<file path="config.mk">
export PLATFORM = sky130hd
export DESIGN_NAME = pipeline_ctrl
export DESIGN_NICKNAME = d
export VERILOG_FILES = /design/src/rtl/pipeline_ctrl.sv
export SDC_FILE = /design/constraint.sdc
export NUM_CORES = 1
export LEC_CHECK = 0
export BUFFER_PORTS_ARGS = -buffer_cell sky130_fd_sc_hd__buf_2
export CORE_AREA = 2 2 57 59
export CTS_CLUSTER_DIAMETER = 80
export DETAILED_ROUTE_END_ITERATION = 6
export DIE_AREA = 0 0 59 61
export PLACE_DENSITY_LB_ADDON = 0.3
export REMOVE_ABC_BUFFERS = 1
export SKIP_LAST_GASP = 1
export SLEW_MARGIN = 15
export SYNTH_ARGS = -nofsm -noshare
export SYNTH_HDL_FRONTEND = slang
export SYNTH_SLANG_ARGS = --single-unit
</file>
<file path="constraint.sdc">
create_clock -name Clock -period 1.93 [get_ports Clock]
set_input_delay 0 -clock Clock [delete_from_list [all_inputs] [get_ports Clock]]
set_output_delay 0 -clock Clock [all_outputs]
set_load 0.03 [all_outputs]
</file>
<file path="src/rtl/pipeline_ctrl.sv">
// Pipeline hazard controller.
// A Moore FSM that turns load-use hazards into bubbles and taken branches
// into flushes of the front end. It also keeps saturating statistics on how
// many cycles were spent stalling and flushing.
module pipeline_ctrl #(
    parameter int STALL_CYCLES = 2,
    parameter int FLUSH_CYCLES = 2
) (
    input  logic       Clock,
    input  logic       Reset,
    input  logic       iLoadUse,
    input  logic       iBranchTaken,
    output logic       oPCEnable,
    output logic       oIFIDEnable,
    output logic       oBubble,
    output logic       oFlush,
    output logic [1:0] oState,
    output logic [7:0] oStallCount,
    output logic [7:0] oFlushCount
);

    typedef enum logic [1:0] {
        RUN     = 2'b00,
        STALL   = 2'b01,
        FLUSH   = 2'b10,
        ILLEGAL = 2'b11
    } state_t;

    localparam logic [3:0] STALL_LOAD = 4'(STALL_CYCLES);
    localparam logic [3:0] FLUSH_LOAD = 4'(FLUSH_CYCLES);

    state_t     state;
    state_t     next_state;
    logic [3:0] count;
    logic [3:0] next_count;

    // A branch wins over a load-use in every state. Once an episode has
    // started, load-use requests are ignored until it is over.
    always_comb begin
        next_state = state;
        next_count = count;
        unique case (state)
            RUN: begin
                if (iBranchTaken) begin
                    next_state = FLUSH;
                    next_count = FLUSH_LOAD;
                end else if (iLoadUse) begin
                    next_state = STALL;
                    next_count = STALL_LOAD;
                end
            end
            STALL: begin
                if (iBranchTaken) begin
                    next_state = FLUSH;
                    next_count = FLUSH_LOAD;
                end else if (count == 4'd1) begin
                    next_state = RUN;
                    next_count = 4'd0;
                end else begin
                    next_count = count - 4'd1;
                end
            end
            FLUSH: begin
                if (iBranchTaken) begin
                    next_count = FLUSH_LOAD;
                end else if (count == 4'd1) begin
                    next_state = RUN;
                    next_count = 4'd0;
                end else begin
                    next_count = count - 4'd1;
                end
            end
            default: begin
                next_state = RUN;
                next_count = 4'd0;
            end
        endcase
    end

    // The state register, the episode counter and the control outputs all
    // live here. The outputs are decoded from the state being entered, so
    // they always match the state register and come straight from flops.
    always_ff @(posedge Clock) begin
        if (Reset) begin
            state       <= RUN;
            count       <= 4'd0;
            oPCEnable   <= 1'b1;
            oIFIDEnable <= 1'b1;
            oBubble     <= 1'b0;
            oFlush      <= 1'b0;
        end else begin
            state <= next_state;
            count <= next_count;
            unique case (next_state)
                STALL: begin
                    oPCEnable   <= 1'b0;
                    oIFIDEnable <= 1'b0;
                    oBubble     <= 1'b1;
                    oFlush      <= 1'b0;
                end
                FLUSH: begin
                    oPCEnable   <= 1'b1;
                    oIFIDEnable <= 1'b1;
                    oBubble     <= 1'b1;
                    oFlush      <= 1'b1;
                end
                default: begin
                    oPCEnable   <= 1'b1;
                    oIFIDEnable <= 1'b1;
                    oBubble     <= 1'b0;
                    oFlush      <= 1'b0;
                end
            endcase
        end
    end

    // Statistics: each counter counts the edges at which the current state is
    // STALL or FLUSH. The counters stop at 255 instead of wrapping.
    always_ff @(posedge Clock) begin
        if (Reset) begin
            oStallCount <= 8'd0;
            oFlushCount <= 8'd0;
        end else begin
            if (state == STALL && oStallCount != 8'hFF) begin
                oStallCount <= oStallCount + 8'd1;
            end
            if (state == FLUSH && oFlushCount != 8'hFF) begin
                oFlushCount <= oFlushCount + 8'd1;
            end
        end
    end

    assign oState = state;

endmodule

</file>
==> impl_metrics.env, run 1 <==
export IMPL_cp_cell_sequence="inv_2 -> ha_4 -> or3b_4 -> a222oi_1 -> buf_4 -> nor3_1 -> ha_1 -> nor2b_1"
export IMPL_route_vias_total=1313
export IMPL_switching_share_pct=31.77
export IMPL_postSynthAreaPerCell_sq_um=8.947
export IMPL_routed_wire_length_microns=3202
export IMPL_synth_ff_type="sky130_fd_sc_hd__dfxtp_1"
export IMPL_worst_pin_slew_ns=0.5465
export IMPL_regToRegSetupSlack_ns=0.01
export IMPL_clk_pin_slew_worst_paths_ns=0.14
export IMPL_worst_path_largest_cell_delay_ns=0.39
export IMPL_cts_path_max_buffers=2
export IMPL_htree_levels=1
export IMPL_dp_hpwl_microns=2214
export IMPL_ys_async_sr_fraction_pct=0
export IMPL_final_hold_viol_count=0
export IMPL_synthSimpleGateAreaFrac_pct=29.55
export IMPL_design_die_area_sq_um=3599
export IMPL_synth_top_cell_area_share_pct=35.18
export IMPL_hold_depth=4
export IMPL_yosys_cell_types_count=45
export IMPL_mappedNetlistArea_sq_um=1423
export IMPL_clock_tree_root_cell="sky130_fd_sc_hd__clkbuf_4"
export IMPL_synthesis_yosys_warnings=0
export IMPL_fp_coreArea_sq_um=2953
export IMPL_final_period_utilization_pct=99.46
export IMPL_final_critical_path_setup_slack_ns=0.01037
export IMPL_cts_tree="built"
export IMPL_layout_filler_cells=287
export IMPL_final_cell_area_sq_um=1697
export IMPL_setup_repair_after_global_routing_missed_its_margin="yes"
export IMPL_crit_path_max_fanout=4
export IMPL_vdd_ir_drop_max_mv=0.3678
export IMPL_holdCritStartpoint="iLoadUse"
export IMPL_p_seq_share_pct=51.6
export IMPL_global_route_congestion_overflow_total=0
export IMPL_insertedDiodeCount=0
export IMPL_layout_nets=205
export IMPL_vias_per_cell=5.888
export IMPL_worstHoldPathType="input pin to flip-flop"
export IMPL_drt_iter0_drc=43
export IMPL_clock_sinks=25
export IMPL_synth_top_family_by_area="simple AND/OR/NAND/NOR gates"
export IMPL_syn_instance_count=159
export IMPL_end_kind="flip-flop"
export IMPL_port_buffers=25
export IMPL_synth_seq_area_share_pct=35.18
export IMPL_timing_max_slew_rel_slack_pct=63.57
export IMPL_finalSetupViolations=0
export IMPL_synth_area_mux_share_pct=3.782
export IMPL_synth_ff_latch_count=25
export IMPL_finalWeightedCongestion=0.8337
export IMPL_final_worst_hold_slack_ns=0.1242
export IMPL_synth_compound_area_share_pct=17.06
export IMPL_max_cap_violations=0
export IMPL_grt_first_pass_wirelength_microns=5133
export IMPL_ios=26
export IMPL_grt_start_max_net_pins=34
export IMPL_reg2regPathDepth=8
export IMPL_synth_top_area_cell="sky130_fd_sc_hd__dfxtp_1"
export IMPL_cts_inserted_buffers=3
export IMPL_detail_route_drc_violations=0
export IMPL_postPlaceCellArea_sq_um=1599
export IMPL_detailedRoute_firstPassIterationCount=4
export IMPL_num_rows=20
export IMPL_cp_data_required_time_ns=2.13
export IMPL_p_comb_share_pct=27.2
export IMPL_die_w_microns=59
export IMPL_ys_top_cells_by_area="sky130_fd_sc_hd__dfxtp_1 35%, sky130_fd_sc_hd__ha_1 8.8%, sky130_fd_sc_hd__a21oi_1 4.2%, sky130_fd_sc_hd__and4_1 3.7%, sky130_fd_sc_hd__nor3_1 3.2%"
export IMPL_antenna_violations_before_repair=0
export IMPL_cts_hold_buffers_added=0
export IMPL_total_leakage_power_nw=0.6926
export IMPL_clockPowerShare_pct=21.3
export IMPL_startpoint_types="flip-flop"
export IMPL_vertical_extent_of_the_die_microns=61
export IMPL_globalRouteTotalUtil_pct=18.66
export IMPL_power_total_mw=1.108
export IMPL_synth_edff_count=0
export IMPL_power_net_switching_mw=0.3521
export IMPL_synthToLayoutAreaGrowth_pct=19.26
export IMPL_finClkSkew_ns=0.01173
export IMPL_result_of_the_run="completed"
export IMPL_critical_path_arrival_ns=2.12
export IMPL_floorplan_initialDensity_pct=48.18
export IMPL_place_ws_ns=-0.04341
export IMPL_r2r_end="oFlush"
export IMPL_post_synthesis_share_of_cell_area_spent_on_xor_and_xnor_gates_pct=0
export IMPL_critical_path_startpoint="count[1]"
export IMPL_power_density_cell_area_nw_per_um2=653.2
export IMPL_timing_setup_critical_path_class="flip-flop to flip-flop"
export IMPL_clkLatencyLatePin_ns=0.32
export IMPL_period_minus_slack_ns=1.920
export IMPL_critical_path_slowest_cell="sky130_fd_sc_hd__or3b_4"
export IMPL_slew_violations=0
export IMPL_final_util_pct=57.46
export IMPL_regToRegStartpoint="count[1]"
export IMPL_ratio_of_cells_with_drive_above_1_in_the_final_layout_pct=30.53
export IMPL_wl_per_cell_microns=14.36
export IMPL_ant_nets=0
export IMPL_timing_hold_worst_endpoint="count[3]"
export IMPL_max_freq_mhz=520.9
export IMPL_yosys_area_share_adder_pct=8.795
export IMPL_p_int_mw=0.7562
export IMPL_number_of_global_route_vias_before_repair=1189
==> area by class of cell <==
type	instances	area (sq um)	share of cell area (%)
Clock inverter	1	5.005	0.2950
Inverter	8	30.03	1.770
Tap cell	33	41.29	2.434
Clock buffer	3	22.52	1.327
Sequential cell	25	510.5	30.09
Timing Repair Buffer	36	207.7	12.24
Multi-Input combinational cell	117	879.6	51.84
==> timing repair <==
action,4_1_cts,5_1_grt
resized for setup,0,15
pin swaps,1,4
setup endpoints to repair,2,3
buffers inserted,1,2
hold endpoints to repair,0,0
==> cell families after synthesis <==
kind of cell / count (synthesis)
adder cells (fa/ha/maj): 10
AO/OA/AOI/OAI: 35
flip-flops: 25
buffers and inverters: 17
AND/OR/NAND/NOR: 67
multiplexers: 5
==> worst max-delay path by stage <==
stage | to | slack [ns]
2_1_floorplan | oBubble | -0.21
6_report | oFlush | 0.01
3_5_place_dp | oBubble | -0.04
4_1_cts | oBubble | 0.002
5_1_grt | oBubble | -0.1
3_3_place_gp | oBubble | 0.04
==> power groups by stage <==
stage               registers, mW  clock network [mW]  logic, mW
floorplan                   0.620                   0      0.132
global placement            0.574                   0      0.264
detailed placement          0.575                   0      0.274
CTS                         0.565               0.248      0.281
global route                0.575               0.273      0.329
finish                      0.571               0.236      0.301
==> Yosys cell counts (2+ instances only) <==
master / count
sky130_fd_sc_hd__nor3b_1: 3
sky130_fd_sc_hd__and4_1: 6
sky130_fd_sc_hd__nand3_1: 6
sky130_fd_sc_hd__inv_1: 8
sky130_fd_sc_hd__a21oi_1: 12
sky130_fd_sc_hd__dfxtp_1: 25
sky130_fd_sc_hd__and3_1: 2
sky130_fd_sc_hd__or2_2: 2
sky130_fd_sc_hd__mux2i_1: 2
sky130_fd_sc_hd__nand4_1: 5
sky130_fd_sc_hd__nor4_1: 2
sky130_fd_sc_hd__buf_4: 2
sky130_fd_sc_hd__clkbuf_1: 5
sky130_fd_sc_hd__nand2b_1: 7
sky130_fd_sc_hd__nor3_1: 9
sky130_fd_sc_hd__a41oi_1: 3
sky130_fd_sc_hd__mux2_2: 3
sky130_fd_sc_hd__nor2_1: 4
sky130_fd_sc_hd__ha_1: 10
sky130_fd_sc_hd__nor2b_1: 7
sky130_fd_sc_hd__a211oi_1: 4
sky130_fd_sc_hd__nor4b_1: 2
sky130_fd_sc_hd__nand2_1: 5
sky130_fd_sc_hd__a31oi_1: 2
sky130_fd_sc_hd__o21bai_1: 2
sky130_fd_sc_hd__nand3b_1: 2
==> per-stage QoR <==
stage | cells | setup TNS [ns]
after detailed placement | 216 | -0.06485
final | 223 | 0
after floorplan | 150 | -0.5602
after CTS | 221 | 0
after global placement | 216 | 0
after global routing | 223 | -0.1892
==> critical path, delay by kind of cell, from the launching register on <==
family,cells,cell delay (ns)
DFF,1,0.35
buffers and inverters,2,0.26
AOI/OAI and AO/OA,1,0.32
adders and majority gates,2,0.32
and+or+nand+nor,3,0.56
==> state kept, by name, summed over array words and instances (netlist names) <==
signal and cells:
oStallCount 8, oFlushCount 8, oFlush 1, count 4, oBubble 1, oIFIDEnable 1, oState 2
==> per-layer routing <==
layer	wire length, microns	vias to the layer above	track usage [%]
li1	-	657	-
met1	1495	620	22.27
met2	1559	32	33.81
met3	118	4	3.412
met4	29	0	6.169
met5	0	-	0
==> placed cells by master (no fill, tap or decap), types with 2 or more instances in the layout <==
| cell | count |
|---|---|
| sky130_fd_sc_hd__nand2b_1 | 7 |
| sky130_fd_sc_hd__inv_1 | 5 |
| sky130_fd_sc_hd__a211oi_1 | 4 |
| sky130_fd_sc_hd__ha_1 | 7 |
| sky130_fd_sc_hd__nor2b_1 | 7 |
| sky130_fd_sc_hd__nand2_1 | 5 |
| sky130_fd_sc_hd__mux2_2 | 3 |
| sky130_fd_sc_hd__a31oi_1 | 2 |
| sky130_fd_sc_hd__mux2i_1 | 2 |
| sky130_fd_sc_hd__nor2_1 | 4 |
| sky130_fd_sc_hd__dfxtp_1 | 21 |
| sky130_fd_sc_hd__nor4_1 | 2 |
| sky130_fd_sc_hd__nand3b_1 | 2 |
| sky130_fd_sc_hd__or2_2 | 2 |
| sky130_fd_sc_hd__nor3b_1 | 3 |
| sky130_fd_sc_hd__a41oi_1 | 3 |
| sky130_fd_sc_hd__clkbuf_4 | 3 |
| sky130_fd_sc_hd__a21oi_1 | 12 |
| sky130_fd_sc_hd__nor3_1 | 9 |
| sky130_fd_sc_hd__buf_2 | 25 |
| sky130_fd_sc_hd__dfxtp_2 | 2 |
| sky130_fd_sc_hd__o21bai_1 | 2 |
| sky130_fd_sc_hd__ha_4 | 3 |
| sky130_fd_sc_hd__buf_4 | 11 |
| sky130_fd_sc_hd__nand4_1 | 5 |
| sky130_fd_sc_hd__inv_2 | 3 |
| sky130_fd_sc_hd__dfxtp_4 | 2 |
| sky130_fd_sc_hd__nand3_1 | 6 |
| sky130_fd_sc_hd__nor4b_1 | 2 |
| sky130_fd_sc_hd__and3_1 | 2 |
| sky130_fd_sc_hd__and4_1 | 6 |
No activity file was read; power rests on OpenSTA's default activity.
==> inputs of run 2 (changes only) <==
--- a/config.mk
+++ b/config.mk
@@ -6,12 +6,14 @@
 export NUM_CORES = 1
 export LEC_CHECK = 0
 export BUFFER_PORTS_ARGS = -buffer_cell sky130_fd_sc_hd__buf_2
-export CORE_AREA = 2 2 57 59
+export CORE_AREA = 5 5 60 62
 export CTS_CLUSTER_DIAMETER = 80
 export DETAILED_ROUTE_END_ITERATION = 6
-export DIE_AREA = 0 0 59 61
+export DIE_AREA = 0 0 65 67
 export PLACE_DENSITY_LB_ADDON = 0.3
+export RECOVER_POWER = 25
 export REMOVE_ABC_BUFFERS = 1
+export SETUP_SLACK_MARGIN = 0.3
 export SKIP_LAST_GASP = 1
 export SLEW_MARGIN = 15
 export SYNTH_ARGS = -nofsm -noshare
==> run 2 against run 1 <==
Compared with the run above: combinational power rose by 21%; first-iteration DRC count rose by 110%; clock power rose by 3%; utilization rose by 2.9 points; critical path depth did not move; clock skew fell by 0.0035 ns; highest routed layer unchanged; sequential power barely moved; routed wire length rose by 9.4%.
==> impl_metrics.env, run 2 (synthesis results as in run 1) <==
export IMPL_cts_tree="built"
export IMPL_postPlaceCellArea_sq_um=1599
export IMPL_layout_filler_cells=259
export IMPL_ios=26
export IMPL_finalSetupViolations=0
export IMPL_vdd_ir_drop_max_mv=0.3688
export IMPL_clockPowerShare_pct=20.7
export IMPL_cts_inserted_buffers=3
export IMPL_timing_setup_critical_path_class="flip-flop to flip-flop"
export IMPL_critical_path_slowest_cell="sky130_fd_sc_hd__dfxtp_4"
export IMPL_final_period_utilization_pct=96.38
export IMPL_setup_repair_after_global_routing_missed_its_margin="yes"
export IMPL_dp_hpwl_microns=2194
export IMPL_grt_first_pass_wirelength_microns=5595
export IMPL_slew_violations=0
export IMPL_design_die_area_sq_um=4355
export IMPL_multi_input_area_sq_um=948.4
export IMPL_port_buffers=25
export IMPL_clkLatencyLatePin_ns=0.32
export IMPL_cp_data_required_time_ns=2.14
export IMPL_synthToLayoutAreaGrowth_pct=26.30
export IMPL_crit_path_max_fanout=4
export IMPL_final_cell_area_sq_um=1797
export IMPL_worst_path_largest_cell_delay_ns=0.41
export IMPL_finClkSkew_ns=0.008253
export IMPL_vertical_extent_of_the_die_microns=67
export IMPL_fp_coreArea_sq_um=2978
export IMPL_num_rows=20
export IMPL_end_kind="flip-flop"
export IMPL_drt_iter0_drc=92
export IMPL_routed_wire_length_microns=3502
export IMPL_cts_path_max_buffers=2
export IMPL_leading_cell_types_in_the_layout_fill_and_taps_excluded="21 x sky130_fd_sc_hd__dfxtp_1, 15 x sky130_fd_sc_hd__buf_4, 14 x sky130_fd_sc_hd__buf_2, 12 x sky130_fd_sc_hd__a21oi_1, 12 x sky130_fd_sc_hd__clkbuf_1"
export IMPL_worstHoldPathType="input pin to flip-flop"
export IMPL_p_seq_share_pct=48.5
export IMPL_detail_route_drc_violations=0
export IMPL_globalRouteTotalUtil_pct=15.81
export IMPL_power_density_cell_area_nw_per_um2=655.9
export IMPL_critical_path_arrival_ns=2.07
export IMPL_total_leakage_power_nw=0.6795
export IMPL_number_of_global_route_vias_before_repair=1252
export IMPL_floorplan_initialDensity_pct=47.77
export IMPL_p_comb_share_pct=30.8
export IMPL_ant_nets=0
export IMPL_clock_sinks=25
export IMPL_finalSetupTns_ns=0
export IMPL_max_freq_mhz=537.6
export IMPL_htree_levels=1
export IMPL_switching_share_pct=32.21
export IMPL_finalWeightedCongestion=0.8510
export IMPL_final_util_pct=60.34
export IMPL_result_of_the_run="completed"
export IMPL_die_w_microns=65
export IMPL_clock_tree_root_cell="sky130_fd_sc_hd__clkbuf_4"
export IMPL_final_critical_path_setup_slack_ns=0.06983
export IMPL_place_ws_ns=-0.07062
export IMPL_timing_max_slew_rel_slack_pct=64.78
export IMPL_startpoint_types="flip-flop"
export IMPL_final_hold_viol_count=0
export IMPL_layout_area_seq_sq_um=510.5
export IMPL_cp_cell_sequence="inv_4 -> ha_4 -> a211o_4 -> a222oi_1 -> buf_4 -> nor3_1 -> ha_1 -> nor2_1"
export IMPL_period_minus_slack_ns=1.860
export IMPL_p_int_mw=0.7989
export IMPL_vias_per_cell=6.000
export IMPL_worst_pin_slew_ns=0.5283
export IMPL_clk_pin_slew_worst_paths_ns=0.15
export IMPL_max_cap_violations=0
export IMPL_layout_commonest_cell="sky130_fd_sc_hd__dfxtp_1"
export IMPL_cts_hold_buffers_added=0
export IMPL_detailedRoute_firstPassIterationCount=4
export IMPL_power_net_switching_mw=0.3796
export IMPL_final_worst_hold_slack_ns=0.1285
export IMPL_layout_top_registers="oFlushCount x8, oStallCount x8, count x4"
export IMPL_path_buf_inv=2
export IMPL_wl_per_cell_microns=15.36
export IMPL_global_route_congestion_overflow_total=0
export IMPL_kind_of_cell_with_the_highest_combined_delay_on_the_critical_path="compound AO/OA/AOI/OAI gates"
export IMPL_layout_nets=210
export IMPL_ratio_of_cells_with_drive_above_1_in_the_final_layout_pct=31.28
export IMPL_grt_start_max_net_pins=34
export IMPL_insertedDiodeCount=0
export IMPL_route_vias_total=1368
export IMPL_antenna_violations_before_repair=0
run 2: cell types whose count changed in the layout (fill, tap and decap cells not counted), sizes merged:
| cell | before | now |
|---|---|---|
| clkbuf | 3 | 15 |
| buf | 36 | 30 |
| clkinv | 1 | 0 |
run 2: layer usage:
metal  vias to the layer above  track usage [%]  wire (microns)
met5                         -                0               0
met4                         0            4.222              53
met3                         6            2.192             168
met2                        48            27.46            1719
met1                       648            20.36            1560
li1                        666                -               -
run 2: final cells by class:
class	count	area share [%]
Sequential cell	25	28.41
Multi-Input combinational cell	117	52.79
Clock buffer	4	1.462
Tap cell	33	2.298
Inverter	8	1.950
Timing Repair Buffer	41	13.09
run 2: repair_timing:
item	4_1_cts	5_1_grt
endpoints found under the hold margin	0	0
setup endpoints to repair	7	13
buffers inserted	5	3
resized for setup	11	21
pin swaps	5	12
run 2: path summary, 6_finish.rpt:
kind	start	end	slack, ns	depth (start not counted)
hold / removal	iLoadUse	count[3]	0.13	4
setup reg to reg	oState[0]	oBubble	0.07	8
hold reg to reg	count[3]	count[3]	0.51	2
setup / recovery	oState[0]	oBubble	0.07	8
run 2: stage by stage:
step,total power [mW],std cells
after floorplan,0.7524,150
after global placement,0.8381,216
after detailed placement,0.8464,216
after CTS,1.117,225
after global routing,1.240,228
final,1.179,228
run 2: power groups by stage:
stage	logic [mW]	clock network, mW	registers (mW)
final	0.364	0.244	0.571
after detailed placement	0.270	0	0.576
after global placement	0.265	0	0.574
after floorplan	0.132	0	0.620
after CTS	0.297	0.251	0.568
after global routing	0.395	0.268	0.577
run 2: tightest hold or removal path, stage by stage:
cell	delay (ns)
sky130_fd_sc_hd__buf_2	0.13
sky130_fd_sc_hd__nand2b_1	0.17
sky130_fd_sc_hd__o2111ai_2	0.06
sky130_fd_sc_hd__a21oi_1	0.06
